File: src/rtl/div_pkg.sv
// div_pkg: shared types and constants for the sequential divider.
//   div_state_e : control FSM states (IDLE, CALC, FIX, DONE)
//   WIDTH_DEF   : default operand/result width
//   CNT_W       : iteration counter width
//   ITER        : number of restoring iterations per division
package div_pkg;

  localparam int WIDTH_DEF = 32;
  localparam int CNT_W     = 6;
  localparam int ITER      = 32;

  typedef enum logic [1:0] {
    IDLE = 2'd0,
    CALC = 2'd1,
    FIX  = 2'd2,
    DONE = 2'd3
  } div_state_e;

endpackage

File: src/rtl/div_seq_unit_if.sv
// div_seq_unit_if: request/result bundle between the CPU control FSM and
// the divider.
//   start       : one-cycle divide request (DivCtrl)
//   a, b        : dividend / divisor (RegA / RegB)
//   is_unsigned : DIVU select, present only when DIV_UNSIGNED_EN is defined
//   hi, lo      : remainder / quotient
//   done        : one-cycle completion pulse
//   div_zero    : sticky divide-by-zero flag (DivZero)
//   busy        : divider is not idle
// Modports: master (CPU side), slave (divider side).
// Optional feature macro: DIV_UNSIGNED_EN.
interface div_seq_unit_if
  import div_pkg::*;
#(
  parameter int WIDTH = WIDTH_DEF
) ();

  logic             start;
  logic [WIDTH-1:0] a;
  logic [WIDTH-1:0] b;
`ifdef DIV_UNSIGNED_EN
  logic             is_unsigned;
`endif
  logic [WIDTH-1:0] hi;
  logic [WIDTH-1:0] lo;
  logic             done;
  logic             div_zero;
  logic             busy;

  modport master (
    output start, a, b,
`ifdef DIV_UNSIGNED_EN
    output is_unsigned,
`endif
    input  hi, lo, done, div_zero, busy
  );

  modport slave (
    input  start, a, b,
`ifdef DIV_UNSIGNED_EN
    input  is_unsigned,
`endif
    output hi, lo, done, div_zero, busy
  );

endinterface

File: src/rtl/div_step.sv
// div_step: one combinational restoring-division step.
//   rem_i     : partial remainder (always < divisor_i)
//   q_msb_i   : next dividend bit shifted into the remainder
//   divisor_i : divisor magnitude
//   rem_o     : partial remainder after this step
//   q_bit_o   : quotient bit produced by this step
module div_step #(
  parameter int WIDTH = 32
) (
  input  logic [WIDTH-1:0] rem_i,
  input  logic             q_msb_i,
  input  logic [WIDTH-1:0] divisor_i,
  output logic [WIDTH-1:0] rem_o,
  output logic             q_bit_o
);

  // One extra bit: with an unsigned divisor near 2^WIDTH the shifted
  // remainder can exceed WIDTH bits before the subtraction.
  logic [WIDTH:0]   shifted;
  logic [WIDTH-1:0] diff;

  assign shifted = {rem_i, q_msb_i};
  assign q_bit_o = (shifted >= {1'b0, divisor_i});
  // The true difference is below the divisor, so WIDTH bits hold it exactly.
  assign diff    = shifted[WIDTH-1:0] - divisor_i;
  assign rem_o   = q_bit_o ? diff : shifted[WIDTH-1:0];

endmodule

File: src/rtl/div_seq_unit.sv
// div_seq_unit: sequential signed divider, one quotient bit per clock.
//   clock : rising-edge clock
//   reset : asynchronous active-high reset, aborts any operation
//   bus   : div_seq_unit_if.slave (start/a/b in; hi/lo/done/div_zero/busy out)
// A start accepted in IDLE latches operand magnitudes and result signs,
// runs ITER restoring steps in CALC, applies signs in FIX and pulses done
// in DONE. Divide by zero skips straight to DONE with div_zero set and
// hi/lo untouched.
// Optional feature macro: DIV_UNSIGNED_EN (adds bus.is_unsigned for DIVU).
module div_seq_unit
  import div_pkg::*;
#(
  parameter int WIDTH = WIDTH_DEF
) (
  input  logic          clock,
  input  logic          reset,
  div_seq_unit_if.slave bus
);

  div_state_e       state_q, state_d;
  logic [CNT_W-1:0] cnt_q, cnt_d;
  logic [WIDTH-1:0] rem_q, rem_d;
  logic [WIDTH-1:0] quo_q, quo_d;
  logic [WIDTH-1:0] divisor_q, divisor_d;
  logic             neg_quo_q, neg_quo_d;
  logic             neg_rem_q, neg_rem_d;
  logic [WIDTH-1:0] hi_q, hi_d;
  logic [WIDTH-1:0] lo_q, lo_d;
  logic             div_zero_q, div_zero_d;

  logic             uns;
  logic [WIDTH-1:0] a_mag;
  logic [WIDTH-1:0] b_mag;
  logic [WIDTH-1:0] step_rem;
  logic             step_bit;

`ifdef DIV_UNSIGNED_EN
  assign uns = bus.is_unsigned;
`else
  assign uns = 1'b0;
`endif

  // Magnitudes in WIDTH-bit unsigned: the most negative value maps to itself,
  // which is what makes MIN / -1 wrap without a special case.
  assign a_mag = (!uns && bus.a[WIDTH-1]) ? -bus.a : bus.a;
  assign b_mag = (!uns && bus.b[WIDTH-1]) ? -bus.b : bus.b;

  // The quotient register doubles as the dividend shift register: its MSB
  // feeds the remainder while the new quotient bit enters at the LSB.
  div_step #(.WIDTH(WIDTH)) u_step (
    .rem_i     (rem_q),
    .q_msb_i   (quo_q[WIDTH-1]),
    .divisor_i (divisor_q),
    .rem_o     (step_rem),
    .q_bit_o   (step_bit)
  );

  always_ff @(posedge clock or posedge reset) begin
    if (reset) begin
      state_q    <= IDLE;
      cnt_q      <= '0;
      rem_q      <= '0;
      quo_q      <= '0;
      divisor_q  <= '0;
      neg_quo_q  <= 1'b0;
      neg_rem_q  <= 1'b0;
      hi_q       <= '0;
      lo_q       <= '0;
      div_zero_q <= 1'b0;
    end else begin
      state_q    <= state_d;
      cnt_q      <= cnt_d;
      rem_q      <= rem_d;
      quo_q      <= quo_d;
      divisor_q  <= divisor_d;
      neg_quo_q  <= neg_quo_d;
      neg_rem_q  <= neg_rem_d;
      hi_q       <= hi_d;
      lo_q       <= lo_d;
      div_zero_q <= div_zero_d;
    end
  end

  always_comb begin
    state_d    = state_q;
    cnt_d      = cnt_q;
    rem_d      = rem_q;
    quo_d      = quo_q;
    divisor_d  = divisor_q;
    neg_quo_d  = neg_quo_q;
    neg_rem_d  = neg_rem_q;
    hi_d       = hi_q;
    lo_d       = lo_q;
    div_zero_d = div_zero_q;

    case (state_q)
      IDLE: begin
        if (bus.start) begin
          neg_quo_d  = !uns && (bus.a[WIDTH-1] ^ bus.b[WIDTH-1]);
          neg_rem_d  = !uns && bus.a[WIDTH-1];
          div_zero_d = 1'b0;
          if (bus.b == '0) begin
            div_zero_d = 1'b1;
            state_d    = DONE;
          end else begin
            cnt_d     = '0;
            rem_d     = '0;
            quo_d     = a_mag;
            divisor_d = b_mag;
            state_d   = CALC;
          end
        end
      end
      CALC: begin
        rem_d = step_rem;
        quo_d = {quo_q[WIDTH-2:0], step_bit};
        cnt_d = cnt_q + CNT_W'(1);
        if (cnt_q == CNT_W'(ITER - 1)) begin
          state_d = FIX;
        end
      end
      FIX: begin
        lo_d    = neg_quo_q ? -quo_q : quo_q;
        hi_d    = neg_rem_q ? -rem_q : rem_q;
        state_d = DONE;
      end
      DONE: begin
        state_d = IDLE;
      end
      default: begin
        state_d = IDLE;
      end
    endcase
  end

  assign bus.hi       = hi_q;
  assign bus.lo       = lo_q;
  assign bus.done     = (state_q == DONE);
  assign bus.div_zero = div_zero_q;
  assign bus.busy     = (state_q != IDLE);

endmodule

File: src/flat_wrapper.sv
// flat-port wrapper written by rule: the top's interface ports become plain ports
module div_seq_unit_flat import div_pkg::*;
#(
  parameter int WIDTH = WIDTH_DEF
)
  (clock, reset, bus_start, bus_a, bus_b, bus_hi, bus_lo, bus_done, bus_div_zero, bus_busy);
  div_seq_unit_if #(.WIDTH(WIDTH)) bus_i ();
  input  logic clock;
  input  logic reset;
  input wire logic [$bits(bus_i.start)-1:0] bus_start;
  input wire logic [$bits(bus_i.a)-1:0] bus_a;
  input wire logic [$bits(bus_i.b)-1:0] bus_b;
  output wire logic [$bits(bus_i.hi)-1:0] bus_hi;
  output wire logic [$bits(bus_i.lo)-1:0] bus_lo;
  output wire logic [$bits(bus_i.done)-1:0] bus_done;
  output wire logic [$bits(bus_i.div_zero)-1:0] bus_div_zero;
  output wire logic [$bits(bus_i.busy)-1:0] bus_busy;
  assign bus_i.start = bus_start;
  assign bus_i.a = bus_a;
  assign bus_i.b = bus_b;
  assign bus_hi = bus_i.hi;
  assign bus_lo = bus_i.lo;
  assign bus_done = bus_i.done;
  assign bus_div_zero = bus_i.div_zero;
  assign bus_busy = bus_i.busy;
  div_seq_unit #(.WIDTH(WIDTH)) u_core (.clock(clock), .reset(reset), .bus(bus_i));
endmodule
File: config.mk
export PLATFORM = sky130hd
export DESIGN_NAME = div_seq_unit_flat
export DESIGN_NICKNAME = d
export VERILOG_FILES = /design/src/rtl/div_pkg.sv /design/src/rtl/div_seq_unit_if.sv /design/src/rtl/div_step.sv /design/src/rtl/div_seq_unit.sv /design/src/flat_wrapper.sv
export SDC_FILE = /design/constraint.sdc
export NUM_CORES = 1
export LEC_CHECK = 0
export ABC_AREA = 1
export CAP_MARGIN = 20
export CORE_UTILIZATION = 45
export DETAILED_ROUTE_END_ITERATION = 7
export PLACE_DENSITY = 0.65
export SLEW_MARGIN = 0
export SYNTH_ARGS = -nofsm -noshare
export SYNTH_HDL_FRONTEND = slang
export SYNTH_HIERARCHICAL = 1
export SYNTH_SLANG_ARGS = --single-unit
File: constraint.sdc
create_clock -name clock -period 11.4 [get_ports clock]
set_input_delay 2.85 -clock clock [delete_from_list [all_inputs] [get_ports clock]]
set_output_delay 2.85 -clock clock [all_outputs]
set_load 0.1 [all_outputs]
Yosys cells after proc, flatten, opt, wreduce, memory -nomap -nowiden
Index checks and enable logic that the tools add are counted.

storage, ports and cells
  bits in registers = 171
  bits in latches = 0
  RAM bits = 0
  bits in read-only memories = 0
  input port bits = 67
  logic and storage cells = 53
  memories kept = 0

cells by class
  add/subtract/negate cells = 6
  $mul = 0
  div/mod/pow operators = 0
  $lt $le $gt $ge = 1
  eq/ne operators = 7
  shift operators = 0
  multiplexer cells = 19
  bitwise gates (word level) = 2
  reduce and logical (&&, ||, !) cells = 8

operators with widths
  operator             number
  $mux 32              9
  $neg 32->32          4
  $pmux 32 s2          2
  $ge 33x32->1         1
  $logic_not 32->1     1
  $sub 32x32->32       1
  $mux 6               2
  $pmux 6 s2           1
  $pmux 2 s4           1
  $add 6x1->6 const B  1
  $eq 6x5->1 const B   1
  $mux 2               3
  $reduce_and 3->1     2
  $eq 2x2->1 const B   2
  $ne 2x2->1 const B   2
  $reduce_and 2->1     2
  $reduce_bool 2->1    2
  $eq 2x1->1 const B   1
  $logic_not 2->1      1
  $ne 2x1->1 const B   1
  $mux 1               1
  $not 1->1            1
  $xor 1x1->1          1

Longest topological paths before layout
  word-level depth = 5
  depth in mapped cells = 18
  mapped depth without buffers = 16

Hierarchy
The synthesis kept the hierarchy.

by module, submodules not included
  module        instances  cells an instance  area an instance (µm²)  sequential area each (µm²)
  div_seq_unit  1          1540               10438.8                 4279.1
  div_step      1          647                3160.5                  0.0

Worst setup path after synthesis
Ideal clock, no wire load.

  path type = reg2out
  start point = register u_core.state_q[0]
  end point = output bus_busy
  arrival = 1278 ps
  required time = 8550 ps
  setup slack = 7272 ps
  cell stages (with the launch flop) = 4
  cells stage by stage = dfrtp_1 > inv_1 > ha_1 > inv_1

between the ends
  word-level cells in the longest chain between the ends = 1

ends and longest elaborated chain
  what                      RTL line             source
  start: declaration        div_seq_unit.sv:20   div_state_e state_q, state_d;
  start signal: assignment  div_seq_unit.sv:71   state_q <= state_d;
  $reduce_bool 2->1         div_seq_unit.sv:140  assign bus.busy = (state_q != IDLE);
  end: declaration          flat_wrapper.sv:17   output wire logic [$bits(bus_i.busy)-1:0] bus_busy;

No other way between the ends.

Worst setup path in the final report
Ends and elaborated chain as after synthesis.

==> results.md <==
* RSZ-0062 raised after global routing: no
* Final min period at 5.35 ns
* Nets at 2391
* Crit path max fanout at 4
* Synth top area share at 0.315
* Core ar. at 29700 um^2
* Final non-filler cell total at 2684
* Layout cell share with drive strength beyond 1 at 0.0362
* Die Wd at 176 um
* WHS at 0.481 ns
* Routability cong. at 0.928
* Logic depth of the worst path, buffers included at 4
* Die area at 30900 um^2
* Num CTS Buffers at 17
* Area Overhead vs Synth at 15.6%
* Arr. time, crit path at 2.50 ns
* CTS root buf: clkbuf_16
* Pre-antenna DRT Iters at 6
* Peak VDD IR at 153 uV
* Detailed Route WL at 39.5 mm
* Placed cell count at 2651
* Reg2Reg Depth at 9
* Setup crit start kind: flip-flop
* Post-CTS sizing at 0
* Critical-path cell list: inv_1 > ha_1 > inv_1 > clkdlybuf4s50_1
* Count of endpoints failing setup in the final report at 0
* Async SR Flop Fraction at 1.00
* Mapped Cells at 2187
* Hold Path Depth at 2
* Fill count at 3055
* First-pass GRT wire length at 65.3 mm
* Synth Net Count at 2297
* DR DRC count at 0
* Routed length per instance at 14.7 um
* Worst skew pair latency at 0.45 ns
* Largest net degree at the start of global routing at 79
* Final core area utilization at 0.529
* Crit-path max cell delay at 1.16 ns
* Crit. End Element: output port
* H-tree depth at 4
* Fmax at 187 MHz
* Slew Limit Fails at 0
* Fin Setup TNS at 0 ns
* Yosys top cell by area: dfrtp_1
* Skew final at 0.0176 ns
* Synth Warn # at 6
* Max Cap Viol at 0
* Status: complete, no violations
* WP buf/inv at 3
* Total GRT Usage at 0.265
* Primary flip-flop cell chosen by synthesis mapping: dfrtp_1
* Hold buffer count at CTS at 0
* Diodes inserted at 0
* CTS tree: done
* Pwr Density at 303 nW/um^2
* Slowest CP cell: clkdlybuf4s50_1
* Worst-path clk slew at 0.08 ns
* Delay-heaviest family, CP: buffers and inverters
* Largest cells by area after synthesis: dfrtp_1 31%, nand2_1 24%, nand3_1 8.7%
* Worst Path Class, Setup: flip-flop to output port
* Grt ovf at 0
* HP Class: flip-flop to flip-flop
* Number of port buffers at 133
* Synth cell types at 40
* Worst path most repeated cell: inv_1
* Drt via density at 5.14
* Post-DP HPWL at 30.9 mm
* Initial antenna violation count at 0
* Sequential area share after synthesis at 0.315
* Clk sinks at 171
* CP Data Required Time at 8.55 ns
* Final antenna-violating net count at 0
* Synthesized area at 13600 um^2
* Number of top-level pins at 134
* DRT iter0 DRCs at 1260
* Flops & latches, synth at 171
* Die Ht at 176 um
* Max_slew headroom at 0.340
* Pleak at 0.00832 uW
* Clk buf depth at 2
* Initial Utilization at 0.458
* Synth Area per Inst at 6.22 um^2
* Fin. Hold Viols at 0
* Period utilisation layout at 0.469
* Num rows at 63
* Post-synth EDFFs at 0
* Vias in the first global route at 12500
* Post-CTS Setup Bufs at 0
* Via count at 13800
* Worst-Margin Slew at 0.987 ns
[metrics by stage]
stage                     total power (uW)  area, um^2  setup WS [ns]
final                                 4770       15700           6.05
after detailed placement              4100       15100           5.62
after CTS                             4750       15700           6.03
after global placement                4070       15100           5.65
after floorplan                       3420       13600           3.92
after global routing                  5150       15700           5.76
[flip-flops by register name, indices dropped and copies added (netlist names)]
name / cells
u_core/bus.div_zero: 1
u_core/bus.hi: 32
u_core/bus.lo: 32
u_core/cnt_q: 6
u_core/divisor_q: 32
u_core/neg_quo_q: 1
u_core/neg_rem_q: 1
u_core/quo_q: 32
u_core/rem_q: 32
u_core/state_q: 2
[worst paths after layout]
kind / start / slack [ns] / endpoint
max in group asynchronous: reset / 7.35 / u_core/divisor_q[5]$_DFFE_PP0P_
min in group asynchronous: reset / 2.90 / u_core/bus.lo[29]$_DFFE_PP0P_
min: u_core/bus.hi[21]$_DFFE_PP0P_ / 0.48 / u_core/bus.hi[21]$_DFFE_PP0P_
max reg2reg: u_core/state_q[1]$_DFFE_PP0P_ / 8.40 / u_core/rem_q[5]$_DFFE_PP0P_
max: u_core/state_q[0]$_DFFE_PP0P_ / 6.05 / bus_busy
min reg2reg: u_core/bus.hi[21]$_DFFE_PP0P_ / 0.48 / u_core/bus.hi[21]$_DFFE_PP0P_
[cell type report]
cell class | instances | area [um^2] | area share
clock buffers | 18 | 439 | 0.0279
clock inverters | 14 | 184 | 0.0117
inverters | 277 | 1040 | 0.0664
multi-input cells | 1671 | 7870 | 0.500
flip-flops and latches | 171 | 4280 | 0.272
well taps | 390 | 488 | 0.0310
repair buffers | 143 | 1420 | 0.0902
[logic make-up (layout without fill, tap and decap cells)]
| family | count (synthesis) | in the layout | share of synthesized area |
|---|---|---|---|
| and+or+nand+nor | 1395 | 1395 | 0.434 |
| DFF | 171 | 171 | 0.315 |
| buffers and inverters | 345 | 452 | 0.107 |
| xor gates and xnor gates | 57 | 57 | 0.0367 |
| AOI/OAI and AO/OA | 176 | 176 | 0.0675 |
| adders and majority gates | 43 | 43 | 0.0401 |
[cells in the mapped netlist (6+ instances only)]
cell type	instances
buf_6	11
clkbuf_1	28
a21oi_1	37
buf_2	14
dfrtp_1	171
nand3_2	11
nand2_2	7
inv_1	274
nor3_1	9
buf_1	6
nand3_1	237
o21ai_1	17
and2_1	8
o21ai_0	102
ha_1	42
nand3b_1	20
xor2_1	47
a31oi_1	9
nand2_1	863
buf_4	7
nor2_1	194
nor2_2	6
xnor2_1	10
nand4_1	26
[worst register-to-register path, stage by stage (launching register included)]
cell	delay [ns]
dfrtp_1	0.42
inv_1	0.11
ha_1	0.15
buf_4	0.34
inv_1	0.11
nand2_1	0.15
nand3_4	0.56
nor2_4	0.87
nand2_1	0.15
nand2_1	0.10
[per-layer routing]
layer | global-route usage | part of all wire | vias up
met2 | 0.370 | 0.40 | 409
li1 | - | - | 7049
met3 | 0.0351 | 0.066 | 28
met4 | 0.0562 | 0.013 | 0
met5 | 0 | 0 | -
met1 | 0.426 | 0.52 | 6310
[power by group]
part	switching, uW	internal (uW)	total [uW]	leakage (uW)
registers	202	851	1050	0.00217
clock network	272	357	629	0.000303
logic	2260	826	3080	0.00584
[layout by cell type, fill, tap and decap left out, types with 6 or more instances in the layout]
cell type | synthesis | layout
nand2_2 | 7 | 7
nor3_1 | 9 | 9
nand4_1 | 26 | 26
inv_1 | 274 | 273
nand3b_1 | 20 | 20
nand3_1 | 237 | 237
dfrtp_1 | 171 | 171
ha_1 | 42 | 41
clkdlybuf4s50_1 | 0 | 133
clkbuf_16 | 0 | 17
nand3_2 | 11 | 11
a31oi_1 | 9 | 9
xnor2_1 | 10 | 10
nor2_2 | 6 | 6
buf_4 | 7 | 9
a21oi_1 | 37 | 37
xor2_1 | 47 | 47
o21ai_0 | 102 | 102
o21ai_1 | 17 | 17
nor2_1 | 194 | 194
and2_1 | 8 | 8
nand2_1 | 863 | 863
(Power assumes the default switching activity.)
